[src/rtl/uart_tx_arbiter.sv]
`default_nettype none
// ============================================================================
//  Module      : uart_tx_arbiter
//  Description : Round-robin arbiter that shares one uart_tx among NUM_REQ byte
//                producers, with start/busy handshake and busy-timeout recovery.
//  Revision    : 1.0 - initial release
// ============================================================================
module uart_tx_arbiter #(
  parameter int NUM_REQ      = 4,
  parameter int DATA_W       = 8,
  parameter int BUSY_TIMEOUT = 4,
  parameter int ID_W         = 2
) (
  input  logic                      clk,
  input  logic                      reset,
  input  logic [NUM_REQ-1:0]        req,
  input  logic [NUM_REQ*DATA_W-1:0] req_data,
  output logic [NUM_REQ-1:0]        ack,
  output logic [ID_W-1:0]           grant_id,
  output logic                      active,
  output logic                      timeout_err,
  output logic                      tx_start,
  output logic [DATA_W-1:0]         tx_data,
  input  logic                      tx_busy
);

  localparam int                CNT_W       = 4;
  localparam logic [CNT_W-1:0]  TIMEOUT_CNT = CNT_W'(BUSY_TIMEOUT);
  localparam logic [ID_W:0]     PTR_ONE     = (ID_W+1)'(1);

  typedef enum logic [1:0] {
    IDLE      = 2'd0,
    WAIT_BUSY = 2'd1,
    WAIT_DONE = 2'd2
  } state_t;

  state_t                state;
  logic [CNT_W-1:0]      cnt;
  logic [CNT_W-1:0]      cnt_inc;
  logic [ID_W-1:0]       last;

  logic [ID_W:0]         start;
  logic [2*NUM_REQ-1:0]  req_dbl;
  logic [NUM_REQ-1:0]    req_rot;
  logic                  any_req;
  logic [ID_W-1:0]       winner;
  logic [NUM_REQ-1:0]    win_onehot;
  logic [DATA_W-1:0]     win_data;

  // Rotate the request vector so bit 0 is the requester just after 'last';
  // the lowest set bit of the rotated vector is then the round-robin winner.
  assign start   = {1'b0, last} + PTR_ONE;
  assign req_dbl = {req, req};
  assign req_rot = NUM_REQ'(req_dbl >> start);
  assign any_req = |req;
  assign cnt_inc = cnt + CNT_W'(1);

  always_comb begin
    winner = '0;
    for (int j = NUM_REQ - 1; j >= 0; j--) begin
      if (req_rot[j]) begin
        if (int'(start) + j >= NUM_REQ) begin
          winner = ID_W'(int'(start) + j - NUM_REQ);
        end else begin
          winner = ID_W'(int'(start) + j);
        end
      end
    end
  end

  always_comb begin
    win_onehot = '0;
    win_data   = '0;
    for (int i = 0; i < NUM_REQ; i++) begin
      if (winner == ID_W'(i)) begin
        win_onehot[i] = 1'b1;
        win_data      = req_data[i*DATA_W +: DATA_W];
      end
    end
  end

  always_ff @(posedge clk) begin
    if (!reset) begin
      state       <= IDLE;
      cnt         <= '0;
      last        <= ID_W'(NUM_REQ - 1);
      ack         <= '0;
      grant_id    <= '0;
      active      <= 1'b0;
      timeout_err <= 1'b0;
      tx_start    <= 1'b0;
      tx_data     <= '0;
    end else begin
      tx_start    <= 1'b0;
      ack         <= '0;
      timeout_err <= 1'b0;
      case (state)
        IDLE: begin
          // A busy transmitter here means it was not reset with us; wait it out.
          if (!tx_busy && any_req) begin
            tx_data  <= win_data;
            tx_start <= 1'b1;
            ack      <= win_onehot;
            grant_id <= winner;
            last     <= winner;
            active   <= 1'b1;
            cnt      <= '0;
            state    <= WAIT_BUSY;
          end
        end
        WAIT_BUSY: begin
          if (tx_busy) begin
            state <= WAIT_DONE;
          end else begin
            cnt <= cnt_inc;
            if (cnt_inc == TIMEOUT_CNT) begin
              timeout_err <= 1'b1;
              active      <= 1'b0;
              state       <= IDLE;
            end
          end
        end
        WAIT_DONE: begin
          if (!tx_busy) begin
            active <= 1'b0;
            state  <= IDLE;
          end
        end
        default: state <= IDLE;
      endcase
    end
  end

endmodule
`default_nettype wire

[config.mk]
export PLATFORM = sky130hd
export DESIGN_NAME = uart_tx_arbiter
export DESIGN_NICKNAME = d
export VERILOG_FILES = /design/src/rtl/uart_tx_arbiter.sv
export SDC_FILE = /design/constraint.sdc
export NUM_CORES = 1
export LEC_CHECK = 0
export BUFFER_PORTS_ARGS = -buffer_cell sky130_fd_sc_hd__clkbuf_2
export CORE_MARGIN = 2
export CORE_UTILIZATION = 53
export DETAILED_ROUTE_END_ITERATION = 8
export PLACE_DENSITY = 0.84
export REMOVE_ABC_BUFFERS = 1
export SKIP_LAST_GASP = 1
export SYNTH_ARGS = -nofsm -noshare
export SYNTH_HDL_FRONTEND = slang
export SYNTH_SLANG_ARGS = --single-unit
export TNS_END_PERCENT = 100
[constraint.sdc]
create_clock -name clk -period 3.2 [get_ports clk]
set_input_delay 0 -clock clk [delete_from_list [all_inputs] [get_ports clk]]
set_output_delay 0 -clock clk [all_outputs]
set_load 0.005 [all_outputs]
# Word level (Yosys, flattened, before mapping)
# Index checks and enable logic that the tools add are counted.
[totals]
inputBits = 39
wordCells = 81
reg_bits = 25
output_inout_bits = 17
[classes]
n_eq_ne = 11
bitwise_logic = 2
magnitude_cmp = 4
mux = 31
n_addsub = 9
shifts = 1
reduce_logical = 14
[op_table]
columns = ["operator", "n"]
rows = [
  ["$mux 8", 4],
  ["$mux 2", 12],
  ["$ge 4x3->1 const B", 3],
  ["$mux 1", 10],
  ["$reduce_and 3->1", 3],
  ["$add 3x2->4 const B", 2],
  ["$mux 4", 2],
  ["$ne 2x2->1 const B", 4],
  ["$pmux 4 s2", 1],
  ["$shr 8x3->4", 1],
  ["$sub 2x1->2 const B", 4],
  ["$eq 2x2->1 const B", 3],
  ["$pmux 2 s3", 1],
  ["$reduce_and 5->1", 1],
  ["$add 3x1->4 const B", 1],
  ["$add 4x1->4 const B", 1],
  ["$eq 2x1->1 const B", 2],
  ["$eq 4x3->1 const B", 1],
  ["$logic_not 2->1", 2],
  ["$reduce_and 2->1", 2],
  ["$reduce_or 4->1", 1],
  ["$add 2x1->3 const B", 1],
  ["$ge 3x3->1 const B", 1],
  ["$ne 3x3->1 const B", 1],
  ["other kinds (7)", 8],
]

# Longest topological paths before layout
[logic_depth]
ltp_word = 13
depth_mapped = 9
depth_no_buf = 7

# Worst setup path before layout
# Ideal clock, no wire load.
[synth_path]
path_type = "reg-to-reg"
startpoint = "reg state[0]"
endpoint = "reg tx_data[0]"
stages_incl_launch_ff = 10
t_required_ns = 3.127
t_arrival_ns = 1.528
setup_slack_ns = 1.598
period_less_slack_ns = 1.602
path_buffers = 2
setup_ns = 0.073
path_cell_list = "dfxtp_1 inv_1 ha_1 nand2_1 nor3_2 buf_6 buf_8 nand3_2 mux2_4 o211ai_2"
[synth_between]
elab_chain_len = 2
[synth_lines]
columns = ["element", "line_no", "text"]
rows = [
  ["start, declared", "37", "state_t state;"],
  ["start signal, assigned", "84", "state <= IDLE;"],
  ["start signal, assigned", "108", "state <= WAIT_BUSY;"],
  ["start signal, assigned", "113", "state <= WAIT_DONE;"],
  ["$logic_not 2->1", "97", "case (state)"],
  ["$reduce_and 2->1 (no source line)", "--", ""],
  ["end signal, assigned", "101", "tx_data <= win_data;"],
  ["end, declared", "23", "output logic [DATA_W-1:0] tx_data,"],
]
# Every way passes these cells.
# A chain may end at the register's enable or synchronous reset.

# Worst setup path after layout
[layout_path]
startpoint = "reg last[1]"
endpoint = "reg tx_data[3]"
[layout_between]
elab_chain_len = 13
elab_cells_between_ends = 29
cone_classes = "add/sub: 8; order compare: 4; eq/ne: 3; shift: 1; mux: 12; reduce/logical: 1"
[layout_lines]
columns = ["element", "line_no", "text"]
rows = [
  ["start, declared", "40", "logic [ID_W-1:0] last;"],
  ["start signal, assigned", "86", "last <= ID_W'(NUM_REQ - 1);"],
  ["start signal, assigned", "105", "last <= winner;"],
  ["$add 2x1->3 *", "52", "assign start = {1'b0, last} + PTR_ONE;"],
  ["$add 3x2->4", "63, 65", ""],
  ["$ge 4x3->1 / $sub 2x1->2 (equally long branches)", "62, 63", ""],
  ["$mux 2", "62", "if (int'(start) + j >= NUM_REQ) begin"],
  ["$mux 2 (3 in series)", "61", "if (req_rot[j]) begin"],
  ["$mux 2 *", "61", ""],
  ["$logic_not 2->1", "75", "if (winner == ID_W'(i)) begin"],
  ["$mux 8 (3 in series)", "75", ""],
  ["$mux 8 *", "75", ""],
]
# Mark *: on every way between the ends. The rest lies on a longest branch, timed or not.

==> out/qor.log <==
[status] run status finished with violations
[status] violated checks DRC
[critical_path] kind of critical path flip-flop to flip-flop
[placed_design] number of buffers inserted by port buffering 55
[power] P_int 0.000594 W
[critical_path] required time at the endpoint of the critical path 3.40 ns
[clock_tree] cts hold-fix bufs 15
[cells_and_area] fraction of layout cells with a size suffix above 1 0.381
[critical_path] Critical Path Start Type flip-flop
[yosys] number of flops mapped to enable cells by yosys 0
[critical_path] Cell Chain, Critical Path nand2_1, a21oi_1, o221a_2, mux2i_1, dlygate4sd3_1, o211ai_2
[yosys] total of warnings raised by yosys 0
[grt] total overflow reported by the global router 0
[cells_and_area] final core utilization 0.714
[cells_and_area] area of the multi-input gates 986 sq um
[cells_and_area] layout overhead on the synthesized area 26.8%
[run] number of maximum-capacitance constraint violations 0
[critical_path] category of cells accounting for the largest share of critical-path delay compound AO/OA/AOI/OAI gates
[cells_and_area] area occupied by registers 500 sq um
[power] Worst IR Drop VDD 246 uV
[yosys] leading area contributor after synthesis dfxtp_1
[power] Power Density 464 mW/mm^2
[floorplan] core region area 0.00281 sq mm
[floorplan] die outline area 0.00343 sq mm
[yosys] average size of a mapped cell 9.19 sq um
[yosys] top cells by instance count after synthesis 25 x dfxtp_1, 20 x nand2_1, 20 x nand3_1, 11 x mux2i_1, 9 x nor2_1
[routing] average wire length per cell after detail routing 13.2 um
[hold_path] kind of path behind the tightest hold check input pin to flip-flop
[yosys] flip-flop and latch count after synthesis 25
[floorplan] initial core utilization 0.563
[yosys] ranking of synthesized cells by area dfxtp_1 32%, mux2i_1 7.0%, mux2_4 6.7%, nand3_1 6.3%, o211ai_2 5.5%
[routing] count of vias placed by the detailed router 1,456
[power] sequential fraction of design power 0.428
[power] power share of the combinational group 0.422
[power] switching part of the total power 0.362
[clock_tree] number of buffers added by the clock tree synthesis step 3
[power] Psw 0.000336 W
[timing] ratio of final minimum period to clock period 0.742
[clock_tree] buffer depth of the longest clock path 2
[cells_and_area] nets@finish 282
[critical_path] maximum fanout count along the critical path 21
[floorplan] Die Height 58.6 um
[timing] Tmin final 2.37 ns
[critical_path] CP max stage delay 0.60 ns
[critical_path] Worst Path Arrival 2.57 ns
[clock_tree] clock tree root buffer cell clkbuf_4
[yosys] number of standard cells after synthesis 172
[yosys] share of the yosys chip area belonging to registers 0.317
[clock_tree] CTS clock-pin slew for the worst setup and hold paths 0.14 ns
[clock_tree] clock sinks 25
[critical_path] Critical Path Sink Type flip-flop
[yosys] most used standard cell by instance count after synthesis dfxtp_1
[timing] number of failing setup endpoints in the final timing report 0
[power] leakage power 0.926 nW
[grt] first-pass GRT wire length 5800 um
[floorplan] total I/O pin count 56
[routing] per-cell via count in the routed design 5.45
[yosys] synth unique cells 44
[grt] maximum number of pins on one net before global-route repair 24
[critical_path] buffers plus inverters on the worst setup path 1
[timing] clock skew after layout 0.00838 ns
[placed_design] final weighted congestion of routability-driven global placement 0.861
[clock_tree] post-CTS setup buffer count 0
[yosys] proportion of register bits with asynchronous set or reset after synthesis 0
[critical_path] critical path's slowest cell o221a_2
[timing] count of endpoints failing hold in the final timing report 0
[yosys] area fraction of the dominant cell type after synthesis 0.317
[routing] Antenna Violating Nets Remaining 0
[timing] achievable clock frequency 421 MHz
[timing] pin slew with the least headroom to its limit 0.593 ns
[routing] number of DRC markers after the initial detailed-route iteration 52
[floorplan] number of core rows 19
[clock_tree] clock tree from TritonCTS yes
[clock_tree] Clk Latency, worst-skew pair 0.31 ns
[timing] Slew Limit Headroom 0.605
[routing] number of design rule violations left after detail routing 2
[cells_and_area] n_diodes 0
[cells_and_area] number of filler instances in the final layout 208
[power] Clk pwr share 0.150
[timing] RSZ-0062 raised after global routing false
[clock_tree] H-tree lvl count 1
[grt] via count of the first global-routing pass 1,348
[placed_design] estimated wirelength of the detail-placed design 2440 um
[timing] accumulated negative setup slack 0 ns
[grt] global-route total usage across every layer 0.220
[floorplan] horizontal die dimension 58.6 um
[routing] Detailed Routing Iterations Pass 1 6
[yosys] Main synth FF type dfxtp_1
[clock_tree] Gates resized, CTS repair 0
[timing] total count of max-transition violations in the final report 0
[routing] detailed-route wire length 3530 um
[yosys] synthesized area 0.00158 sq mm
[grt] number of antenna violations at the first check in global routing 0
[final timing paths]
path,cells past startpoint,startpoint,end,slack [ns]
setup reg to reg,6,last[1]$_SDFFE_PN1P_,tx_data[3]$_SDFFE_PN0P_,0.83
hold / removal,3,req_data[15],tx_data[7]$_SDFFE_PN0P_,0.006
setup / recovery,6,last[1]$_SDFFE_PN1P_,tx_data[3]$_SDFFE_PN0P_,0.83
hold reg to reg,2,active$_SDFFE_PN0P_,active$_SDFFE_PN0P_,0.47
[area by class of cell]
cell class | instances | area share
Multi-Input combinational cell | 132 | 0.492
Sequential cell | 25 | 0.250
Timing Repair Buffer | 72 | 0.220
Tap cell | 31 | 0.0194
Clock buffer | 4 | 0.0131
Inverter | 3 | 0.00562
[through the flow]
step / setup slack, ns / total power (W) / cells / hold WS, ns / instance area (sq um)
after floorplan: 0.890 / 0.000642 / 160 / 0.0718 / 1490
after global placement: 1.41 / 0.000763 / 248 / 0.297 / 1830
after detailed placement: 1.32 / 0.000771 / 248 / 0.315 / 1830
after CTS: 0.878 / 0.000934 / 267 / 0.000646 / 2000
after global routing: 0.651 / 0.000996 / 267 / 0.0247 / 2000
final: 0.827 / 0.000930 / 267 / 0.00586 / 2000
[cells by family (layout without fill, tap and decap cells)]
family | count (synthesis) | after routing | synth area share
AOI/OAI and AO/OA | 29 | 29 | 0.153
adders and majority gates | 6 | 6 | 0.0475
buffers and inverters | 15 | 79 | 0.0633
DFF | 25 | 25 | 0.317
muxes | 19 | 19 | 0.143
and+or+nand+nor | 78 | 78 | 0.276
[flip-flops by register name, indices dropped and copies added, names as in the netlist]
name / cells
tx_data: 8
ack: 4
cnt: 4
grant_id: 2
last: 2
state: 2
active: 1
timeout_err: 1
tx_start: 1
[tightest hold or removal path, cell delays in order]
cell	delay, ns
clkbuf_2	0.07
mux2i_1	0.06
o211ai_1	0.16
[per-layer routing]
metal	vias to the layer above	global-route usage	part of all wire
met2	56	0.400	0.49
met4	0	0.0844	0.014
met1	648	0.246	0.43
met3	6	0.0571	0.065
li1	746	-	-
met5	-	0	0
[power by group through the flow]
stage / clock [W] / sequential, W / combinational [W]
6_report: 0.000140 / 0.000397 / 0.000392
3_3_place_gp: 0 / 0.000404 / 0.000359
3_5_place_dp: 0 / 0.000404 / 0.000367
4_1_cts: 0.000144 / 0.000397 / 0.000393
5_1_grt: 0.000159 / 0.000405 / 0.000432
2_1_floorplan: 0 / 0.000402 / 0.000240
[placed cells by master (no fill, tap or decap), drive strengths merged]
cell and instances:
nor2 9, or2 2, o211ai 9, nand3b 1, ha 6, and3 1, inv 3, nor2b 2
a31oi 3, a21o 1, o221a 1, o21ai 5, o311ai 1, nand4 1, or3b 1, buf 2
mux2 8, nor4 1, nand3 27, a21boi 4, dfxtp 25, a21oi 2, and3b 2, nor4b 1
nand2 20, and2 3, clkbuf 59, mux2i 11, o21a 2, a31o 1, dlygate4sd3 15, nor3 4
nand2b 3
Power figures use the tool's default switching activity.
